===== src/rtl/serial_div_pkg.sv =====
// Shared constants and state encoding for the EX-stage multi-cycle divider.
package serial_div_pkg;

    localparam logic DIV_START         = 1'b1;
    localparam logic DIV_STOP          = 1'b0;
    localparam logic DIV_RES_READY     = 1'b1;
    localparam logic DIV_RES_NOT_READY = 1'b0;

    localparam int DIV_DATA_W = 32;

    typedef enum logic [1:0] {
        DivFree   = 2'b00,
        DivByZero = 2'b01,
        DivOn     = 2'b10,
        DivEnd    = 2'b11
    } div_state_e;

endpackage


===== src/rtl/serial_div.sv =====
// Restoring divider answering the EX divide handshake; one quotient bit per cycle,
// result is {remainder, quotient} with signed fixups applied on the final step.
module serial_div
    import serial_div_pkg::*;
#(
    parameter int DATA_W = DIV_DATA_W
) (
    input  logic                  clk,
    input  logic                  rst,
    input  logic                  signed_div_i,
    input  logic [DATA_W-1:0]     opdata1_i,
    input  logic [DATA_W-1:0]     opdata2_i,
    input  logic                  start_i,
    input  logic                  annul_i,
    output logic [2*DATA_W-1:0]   result_o,
    output logic                  ready_o
);

    localparam int              CNT_W     = $clog2(DATA_W);
    localparam logic [CNT_W-1:0] LAST_STEP = CNT_W'(DATA_W - 1);

    div_state_e            r_state;
    div_state_e            w_state_next;
    logic [CNT_W-1:0]      r_cnt;
    logic [2*DATA_W-1:0]   r_dividend;
    logic [DATA_W-1:0]     r_divisor;
    logic                  r_signed;
    logic                  r_neg1;
    logic                  r_neg2;

    logic                  w_accept;
    logic                  w_by_zero;
    logic                  w_last;
    logic [DATA_W-1:0]     w_mag1;
    logic [DATA_W-1:0]     w_mag2;
    logic [DATA_W:0]       w_diff;
    logic [2*DATA_W:0]     w_step;
    logic [DATA_W-1:0]     w_quot;
    logic [DATA_W-1:0]     w_rem;

    assign w_accept  = (start_i == DIV_START) && !annul_i;
    assign w_by_zero = (opdata2_i == '0);
    assign w_last    = (r_cnt == LAST_STEP);

    assign w_mag1 = (signed_div_i && opdata1_i[DATA_W-1]) ? -opdata1_i : opdata1_i;
    assign w_mag2 = (signed_div_i && opdata2_i[DATA_W-1]) ? -opdata2_i : opdata2_i;

    // Only bits [63:0] of the 65-bit working value feed the next step; bit 64
    // matters solely for the remainder taken from the final step result.
    assign w_diff = {1'b0, r_dividend[2*DATA_W-1:DATA_W]} - {1'b0, r_divisor};
    assign w_step = w_diff[DATA_W] ? {r_dividend, 1'b0}
                                   : {w_diff[DATA_W-1:0], r_dividend[DATA_W-1:0], 1'b1};

    assign w_quot = (r_signed && (r_neg1 ^ r_neg2)) ? -w_step[DATA_W-1:0]
                                                    :  w_step[DATA_W-1:0];
    assign w_rem  = (r_signed && r_neg1) ? -w_step[2*DATA_W:DATA_W+1]
                                         :  w_step[2*DATA_W:DATA_W+1];

    always_ff @(posedge clk) begin
        if (rst) begin
            r_state <= DivFree;
        end else begin
            r_state <= w_state_next;
        end
    end

    always_comb begin
        w_state_next = r_state;
        case (r_state)
            DivFree: begin
                if (w_accept) begin
                    w_state_next = w_by_zero ? DivByZero : DivOn;
                end
            end
            DivByZero: w_state_next = DivEnd;
            DivOn: begin
                if (annul_i) begin
                    w_state_next = DivFree;
                end else if (w_last) begin
                    w_state_next = DivEnd;
                end
            end
            DivEnd: begin
                if (start_i == DIV_STOP) begin
                    w_state_next = DivFree;
                end
            end
            default: w_state_next = DivFree;
        endcase
    end

    // Datapath and registered outputs follow the same state decode as the FSM.
    always_ff @(posedge clk) begin
        if (rst) begin
            r_cnt      <= '0;
            r_dividend <= '0;
            r_divisor  <= '0;
            r_signed   <= 1'b0;
            r_neg1     <= 1'b0;
            r_neg2     <= 1'b0;
            result_o   <= '0;
            ready_o    <= DIV_RES_NOT_READY;
        end else begin
            case (r_state)
                DivFree: begin
                    result_o <= '0;
                    ready_o  <= DIV_RES_NOT_READY;
                    if (w_accept && !w_by_zero) begin
                        r_cnt      <= '0;
                        r_signed   <= signed_div_i;
                        r_neg1     <= opdata1_i[DATA_W-1];
                        r_neg2     <= opdata2_i[DATA_W-1];
                        r_divisor  <= w_mag2;
                        r_dividend <= {{(DATA_W-1){1'b0}}, w_mag1, 1'b0};
                    end
                end
                DivByZero: begin
                    result_o <= '0;
                    ready_o  <= DIV_RES_READY;
                end
                DivOn: begin
                    if (annul_i) begin
                        result_o <= '0;
                        ready_o  <= DIV_RES_NOT_READY;
                    end else begin
                        r_dividend <= w_step[2*DATA_W-1:0];
                        r_cnt      <= r_cnt + 1'b1;
                        if (w_last) begin
                            result_o <= {w_rem, w_quot};
                            ready_o  <= DIV_RES_READY;
                        end
                    end
                end
                DivEnd: begin
                    if (start_i == DIV_STOP) begin
                        result_o <= '0;
                        ready_o  <= DIV_RES_NOT_READY;
                    end
                end
                default: begin
                    result_o <= '0;
                    ready_o  <= DIV_RES_NOT_READY;
                end
            endcase
        end
    end

endmodule

===== config.mk =====
export PLATFORM = sky130hd
export DESIGN_NAME = serial_div
export DESIGN_NICKNAME = d
export VERILOG_FILES = /design/src/rtl/serial_div_pkg.sv /design/src/rtl/serial_div.sv
export SDC_FILE = /design/constraint.sdc
export NUM_CORES = 1
export LEC_CHECK = 0
export BUFFER_PORTS_ARGS = -buffer_cell sky130_fd_sc_hd__buf_2
export CAP_MARGIN = 10
export CORE_ASPECT_RATIO = 0.5
export CORE_MARGIN = 1.5
export CORE_UTILIZATION = 54
export DETAILED_ROUTE_END_ITERATION = 8
export PLACE_DENSITY_LB_ADDON = 0.1
export SLEW_MARGIN = 5
export SYNTH_ARGS = -nofsm -noshare
export SYNTH_HDL_FRONTEND = slang
export SYNTH_SLANG_ARGS = --single-unit

===== constraint.sdc =====
create_clock -name clk -period 4.6 [get_ports clk]
set_input_delay 0.69 -clock clk [delete_from_list [all_inputs] [get_ports clk]]
set_output_delay 0.69 -clock clk [all_outputs]
set_load 0.01 [all_outputs]

Word-level counts from Yosys, hierarchy flattened
Cells that the tools add are included.
{ "word_totals": {"ff_bits": 171, "out_inout_bits": 65, "word_cells": 66} }
{ "classes": {"addsub": 6, "eq_ne": 9, "n_mux": 25, "bitwise_logic": 1, "reduce_logical": 16} }
{ "op_table": {"columns": ["op", "n"], "rows": [
  ["2-to-1 mux 64 bit", 5],
  ["one-hot mux 64 bit (3 select lines)", 1],
  ["2-to-1 mux 32 bit", 4],
  ["negation 32 bit", 4],
  ["one-hot mux 64 bit (2 select lines)", 1],
  ["2-to-1 mux 65 bit", 1],
  ["subtractor 32 x 32 -> 33 bit", 1],
  ["zero test 32 bit", 1],
  ["2-to-1 mux 2 bit", 5],
  ["2-to-1 mux 5 bit", 2],
  ["one-hot mux 5 bit (2 select lines)", 1],
  ["inequality test 2 bit, second input constant", 4],
  ["one-hot mux 2 bit (4 select lines)", 1],
  ["logical AND 1 bit", 6],
  ["AND reduction 3 bit", 2],
  ["adder 5 x 1 -> 5 bit, second input constant", 1],
  ["equality test 5 bit, second input constant", 1],
  ["equality test 2 bit, second input constant", 2],
  ["one-hot mux 1 bit (4 select lines)", 1],
  ["AND reduction 2 bit", 2],
  ["2-to-1 mux 1 bit", 3],
  ["inequality test 3 bit, second input constant", 1],
  ["equality test 2 x 1 -> 1 bit, second input constant", 1],
  ["zero test 1 bit", 2],
  ["other kinds (4)", 4]
]} }

Depth between registers and ports, before layout
{ "depth": {"word_depth": 7, "mapped_depth": 24, "depth_no_buf": 20} }

Worst setup path before layout
Ideal clock, no wire load.
{ "synth_path": {"kind": "reg-to-reg", "start": "reg r_dividend[32]", "end": "reg result_o[62]", "arrival_ns": 4.220, "path_slack_ns": 0.262, "path_stages_with_launch": 22, "period_less_slack_ns": 4.338, "cell_sequence": "dfxtp_1 > inv_1 > ha_1 > fa_1 > nand2b_1 > a21oi_4 > o31ai_4 > a211oi_2 > o31a_1 > buf_6 > inv_2 > buf_2 > clkbuf_8 > buf_6 > a21oi_1 > ha_1 > nand2_1 > o31ai_2 > o211ai_1 > o41ai_2 > xor2_1 > o21ai_1"} }
{ "synth_via": {"elab_chain_len": 7} }
{ "synth_lines": {"columns": ["element", "line", "rtl"], "rows": [
  ["start: declaration", "serial_div.sv:25", "logic [2*DATA_W-1:0] r_dividend;"],
  ["start signal: assignment", "serial_div.sv:114", "r_dividend <= {{(DATA_W-1){1'b0}}, w_mag1, 1'b0};"],
  ["start signal: assignment", "serial_div.sv:126", "r_dividend <= w_step[2*DATA_W-1:0];"],
  ["subtractor 32 x 32 -> 33 bit", "serial_div.sv:50", "assign w_diff = {1'b0, r_dividend[2*DATA_W-1:DATA_W]} - {1'b0, r_divisor};"],
  ["2-to-1 mux 65 bit (*)", "serial_div.sv:51", "assign w_step = w_diff[DATA_W] ? {r_dividend, 1'b0}"],
  ["negation 32 bit", "serial_div.sv:56", "assign w_rem = (r_signed && r_neg1) ? -w_step[2*DATA_W:DATA_W+1]"],
  ["2-to-1 mux 32 bit (*)", "serial_div.sv:56", null],
  ["2-to-1 mux 64 bit (*)", "serial_div.sv:128", "if (w_last) begin"],
  ["2-to-1 mux 64 bit (*)", "serial_div.sv:122", "if (annul_i) begin"],
  ["one-hot mux 64 bit (3 select lines) (*)", "serial_div.sv:104", "case (r_state)"],
  ["end signal: assignment", "serial_div.sv:129", "result_o <= {w_rem, w_quot};"],
  ["end: declaration", "serial_div.sv:15", "output logic [2*DATA_W-1:0] result_o,"]
]} }
Mark *: on every way between the ends. The rest lies on a longest branch, timed or not. The select of a mux whose other input is x is not followed.
A chain may end at the register's enable or synchronous reset.

Worst setup path in the final report
{ "layout_path": {"start": "reg r_dividend[45]", "end": "reg result_o[54]"} }
Same word-level chain as after synthesis.

==> run summary <==
In this run the tool buffered the top-level ports with about 130 buffer cells. The count of routing violations after the opening detailed-route iteration came out at 1274. Dividing the detail-routed wire length by the instance count gives between 15 and 20 µm.

The share of total power dissipated in the clock network is 30.8%. CTS saw 171 sinks. The proportion of synthesized flip-flops having asynchronous set or reset came out at 0%. The transition time at the pin with the least slew margin came out at ~1.1 ns. The path with the worst hold slack has its endpoint at result_o[55]. Dividing the synthesized area by the synthesized cell count gives ~7.6 µm². At the end of the flow, the number of nets in the layout was 1749. CTS placed an instance of sky130_fd_sc_hd__clkbuf_16 at the clock tree root.

The count of antenna-violating nets left after detailed routing is 0. In the layout the commonest cells are 223 x sky130_fd_sc_hd__nand2_1, 177 x sky130_fd_sc_hd__nor2_1, 171 x sky130_fd_sc_hd__dfxtp_1. The final hold violation count came to 0. The post-synthesis cell type count is about 90. The number of diodes is 0.

The overall routed net length is between 30 and 40 mm. The number of antenna violations at the first check in global routing is 0. In this run, post-CTS hold repair placed 0 buffers. The synthesized net count is 1650. The H-tree was split into 4 levels.

Measured along the y axis, the die boundary spans 107 µm. STA classifies the critical path endpoint as a flip-flop. The slowest stage of the critical path is the sky130_fd_sc_hd__o31ai_1 cell. Among all flip-flop cells after synthesis, the most frequent one is sky130_fd_sc_hd__dfxtp_1. The cell count after synthesis came out at between 1.5k and 2k. The detailed-route DRC error count is 0.

Setup repair after global routing left no endpoint under its margin. After legalization and detailed placement, the total HPWL measured around 26 mm. The worst-case reg-to-reg path depth is 18. The flow ran to the end, and the final reports show no timing, DRC or antenna violations.

Cells with a size suffix above 1 make up ~15% of the layout. In this run the register-to-register setup slack is ~0.36 ns. The hold path depth is 2.

The initial cell density of the core is between 50% and 60%. The number of synthesized flops with an enable pin is 0. The clock transition time at the flip-flop clock pins of the worst setup and hold paths is 0.07 ns. The clock insertion delay at the later pin of the skew report came out at between 0.4 and 0.5 ns.

The count of maximum capacitance violations came out at 0. The signal arrival time at the worst endpoint came out at about 4.5 ns. In this run the static leakage power is around 5.3 nW. The final max-slew violation count came out at 0. The critical path is of the reg -> reg type. Registers are responsible for about a third of the overall power. The part of the cycle the worst path needs is 92.1%. The worst register-to-register path ends at result_o[54]. The number of setup buffers added after CTS is 0.

TritonCTS built the clock tree. Across every metal layer, demand over resource in global routing totals 31.7%. The CTS buffer count came out at 17. The most common library cell in the layout ignoring fill and taps is sky130_fd_sc_hd__nand2_1. In this run, post-CTS repair resized a total of 0 instances. The internal cell power is 0.00291 W. The critical path goes through ha_1 -> a21oi_2 -> o21bai_1 -> a211oi_2 -> a211oi_2 -> buf_4 -> o31a_1 -> inv_2 -> buf_4 -> nor2_1 -> a21oi_1 -> ha_1 -> nand2_1 -> o31ai_2 -> o211ai_1 -> o31ai_1 -> xnor2_1 -> o21ai_1.

Counting both buffers and inverters, the worst setup path holds a total of 3. The iteration count of the initial detailed-routing pass came out at 5. The worst-case clock buffer depth is 2. The floorplan core area is between 20000 and 25000 µm². The startpoint identified for the worst register-to-register timing path is r_dividend[45].

The number of synthesized register bits is between 150 and 200. The net switching component of the power is between 0.0015 and 0.002 W. The type of the most critical hold path is reg -> reg. Along the worst path, the maximum fanout reaches 7.

The final clock skew came out at 0.0131 ns. The worst slew margin relative to its limit is roughly 30%. The via count of the first global-routing pass came out at 10.4k. Entering global routing, the biggest net connects 82 pins. The overall die width came out at 211 µm. The worst path needs roughly 4.2 ns of the cycle, external delays included. The top-level port count is approximately 130. The area growth from synthesis to layout is 12.2%. The register area share after synthesis came out at approximately 29%. VDD sags by at most between 0.2 and 0.25 mV. The final sum of negative setup slack is 0 ns. Dividing the detail-routed via count by the number of cells gives between 5 and 6. The critical path launch point type is a flip-flop.

The global-route wire length before repair is approximately 56 mm. In this design, the stage delay of the slowest critical-path cell is around 0.45 ns. At the worst endpoint, the required time is roughly 5 ns. The area of the die came out at roughly 23000 µm². For this design the ratio of total power to cell area is roughly 360 nW/µm². The end-of-flow core utilization came out at about 63%. The synthesis warning total came out at 0. Setup violations remaining at the end of the flow were counted as 0.

The placement row count is 37. The switching power share of the total came out at about 38%. The instance count on the critical path is 18. The congestion estimate from routability-driven global placement came to 0.971.

In this design, the largest share of critical-path delay is due to compound AO/OA/AOI/OAI gates. The total via count after detailed routing is 11.4k. The total congestion overflow after global routing is 0. The maximum clock frequency is ~240 MHz. The origin of the worst min-delay path is result_o[55]. The synthesized netlist occupies a cell area of between 10000 and 15000 µm². The portion of total power attributed to combinational logic came out at approximately a third.
==> cells in the mapped netlist (12+ instances only) <==
cell type	number	share of area (%)
sky130_fd_sc_hd__o21ai_0	115	4.9
sky130_fd_sc_hd__o31ai_1	25	1.6
sky130_fd_sc_hd__inv_1	55	1.8
sky130_fd_sc_hd__or3_1	18	0.97
sky130_fd_sc_hd__o21ai_1	17	0.73
sky130_fd_sc_hd__nor4_1	12	0.64
sky130_fd_sc_hd__or4_1	13	0.84
sky130_fd_sc_hd__buf_6	14	1.4
sky130_fd_sc_hd__nand3_1	18	0.77
sky130_fd_sc_hd__nor3_1	26	1.1
sky130_fd_sc_hd__xnor2_1	90	6.8
sky130_fd_sc_hd__a211oi_1	37	2.4
sky130_fd_sc_hd__a21oi_1	124	5.3
sky130_fd_sc_hd__ha_1	42	4.5
sky130_fd_sc_hd__mux2i_1	13	1.1
sky130_fd_sc_hd__buf_2	13	0.56
sky130_fd_sc_hd__nor2_1	179	5.8
sky130_fd_sc_hd__nand2_1	223	7.2
sky130_fd_sc_hd__xor2_1	47	3.5
sky130_fd_sc_hd__dfxtp_1	171	29
sky130_fd_sc_hd__clkbuf_1	55	1.8
sky130_fd_sc_hd__a22oi_1	50	3.2
==> worst register-to-register path: stages (launching register included) <==
cell and delay, ns:
sky130_fd_sc_hd__dfxtp_1 0.36, sky130_fd_sc_hd__ha_1 0.43, sky130_fd_sc_hd__a21oi_2 0.21, sky130_fd_sc_hd__o21bai_1 0.09, sky130_fd_sc_hd__a211oi_2 0.35, sky130_fd_sc_hd__a211oi_2 0.12, sky130_fd_sc_hd__buf_4 0.17, sky130_fd_sc_hd__o31a_1 0.27
sky130_fd_sc_hd__inv_2 0.09, sky130_fd_sc_hd__buf_4 0.16, sky130_fd_sc_hd__nor2_1 0.05, sky130_fd_sc_hd__a21oi_1 0.19, sky130_fd_sc_hd__ha_1 0.26, sky130_fd_sc_hd__nand2_1 0.10, sky130_fd_sc_hd__o31ai_2 0.31, sky130_fd_sc_hd__o211ai_1 0.24
sky130_fd_sc_hd__o31ai_1 0.45, sky130_fd_sc_hd__xnor2_1 0.17, sky130_fd_sc_hd__o21ai_1 0.08
==> metrics by stage <==
stage	instances	hold slack [ns]	total power (W)	area [µm²]	worst slack, ns
2_1_floorplan	1538	0.432	0.00280	11600	0.262
3_3_place_gp	1891	0.433	0.00321	12500	0.259
3_5_place_dp	1891	0.440	0.00323	12500	0.184
4_1_cts	1922	0.451	0.00466	13100	0.432
5_1_grt	1922	0.474	0.00493	13100	0.0916
6_report	1922	0.446	0.00468	13100	0.364
==> power groups by stage <==
stage	Combinational, W	Sequential (W)	Clock [W]
after floorplan	0.00114	0.00166	0
after global placement	0.00153	0.00167	0
after detailed placement	0.00155	0.00168	0
after CTS	0.00157	0.00164	0.00145
after global routing	0.00175	0.00166	0.00152
final	0.00159	0.00165	0.00144
==> kinds of logic after synthesis <==
logic type	Yosys count	share of synthesized area [%]
adder cells (fa/ha/maj)	43	4.68
AND/OR/NAND/NOR	567	22.5
AO/OA/AOI/OAI	460	25.8
multiplexers	17	1.50
flip-flops	171	29.4
XOR/XNOR	137	10.3
buffers and inverters	143	5.80
==> layout make-up <==
| type | count | area, µm² |
|---|---|---|
| Fill cell | 1900 | 7770 |
| Timing Repair Buffer | 167 | 948 |
| Clock buffer | 18 | 429 |
| Sequential cell | 171 | 3420 |
| Clock inverter | 13 | 143 |
| Tap cell | 273 | 342 |
| Multi-Input combinational cell | 1224 | 7570 |
| Inverter | 56 | 210 |
==> metal layers <==
layer,track usage [%],share of wire (%),vias up
met5,0,0,-
met4,10.2,2.2,0
met3,6.56,6.3,44
met2,47.8,43,376
met1,45.0,48,5397
li1,-,-,5631
==> registers in the layout (all words and copies together), names as in the netlist <==
signal	flops
r_dividend	64
result_o	64
r_divisor	32
r_cnt	5
r_neg1	1
r_signed	1
r_neg2	1
ready_o	1
r_state	2
==> worst max-delay path by stage <==
stage / startpoint / to / slack (ns)
CTS: r_dividend[32] / result_o[63] / 0.43
global placement: opdata2_i[0] / r_dividend[42] / 0.26
detailed placement: opdata2_i[0] / r_dividend[58] / 0.18
finish: r_dividend[45] / result_o[54] / 0.36
floorplan: r_dividend[32] / result_o[62] / 0.26
global route: r_dividend[32] / result_o[54] / 0.09
No activity file was read; power rests on OpenSTA's default activity.
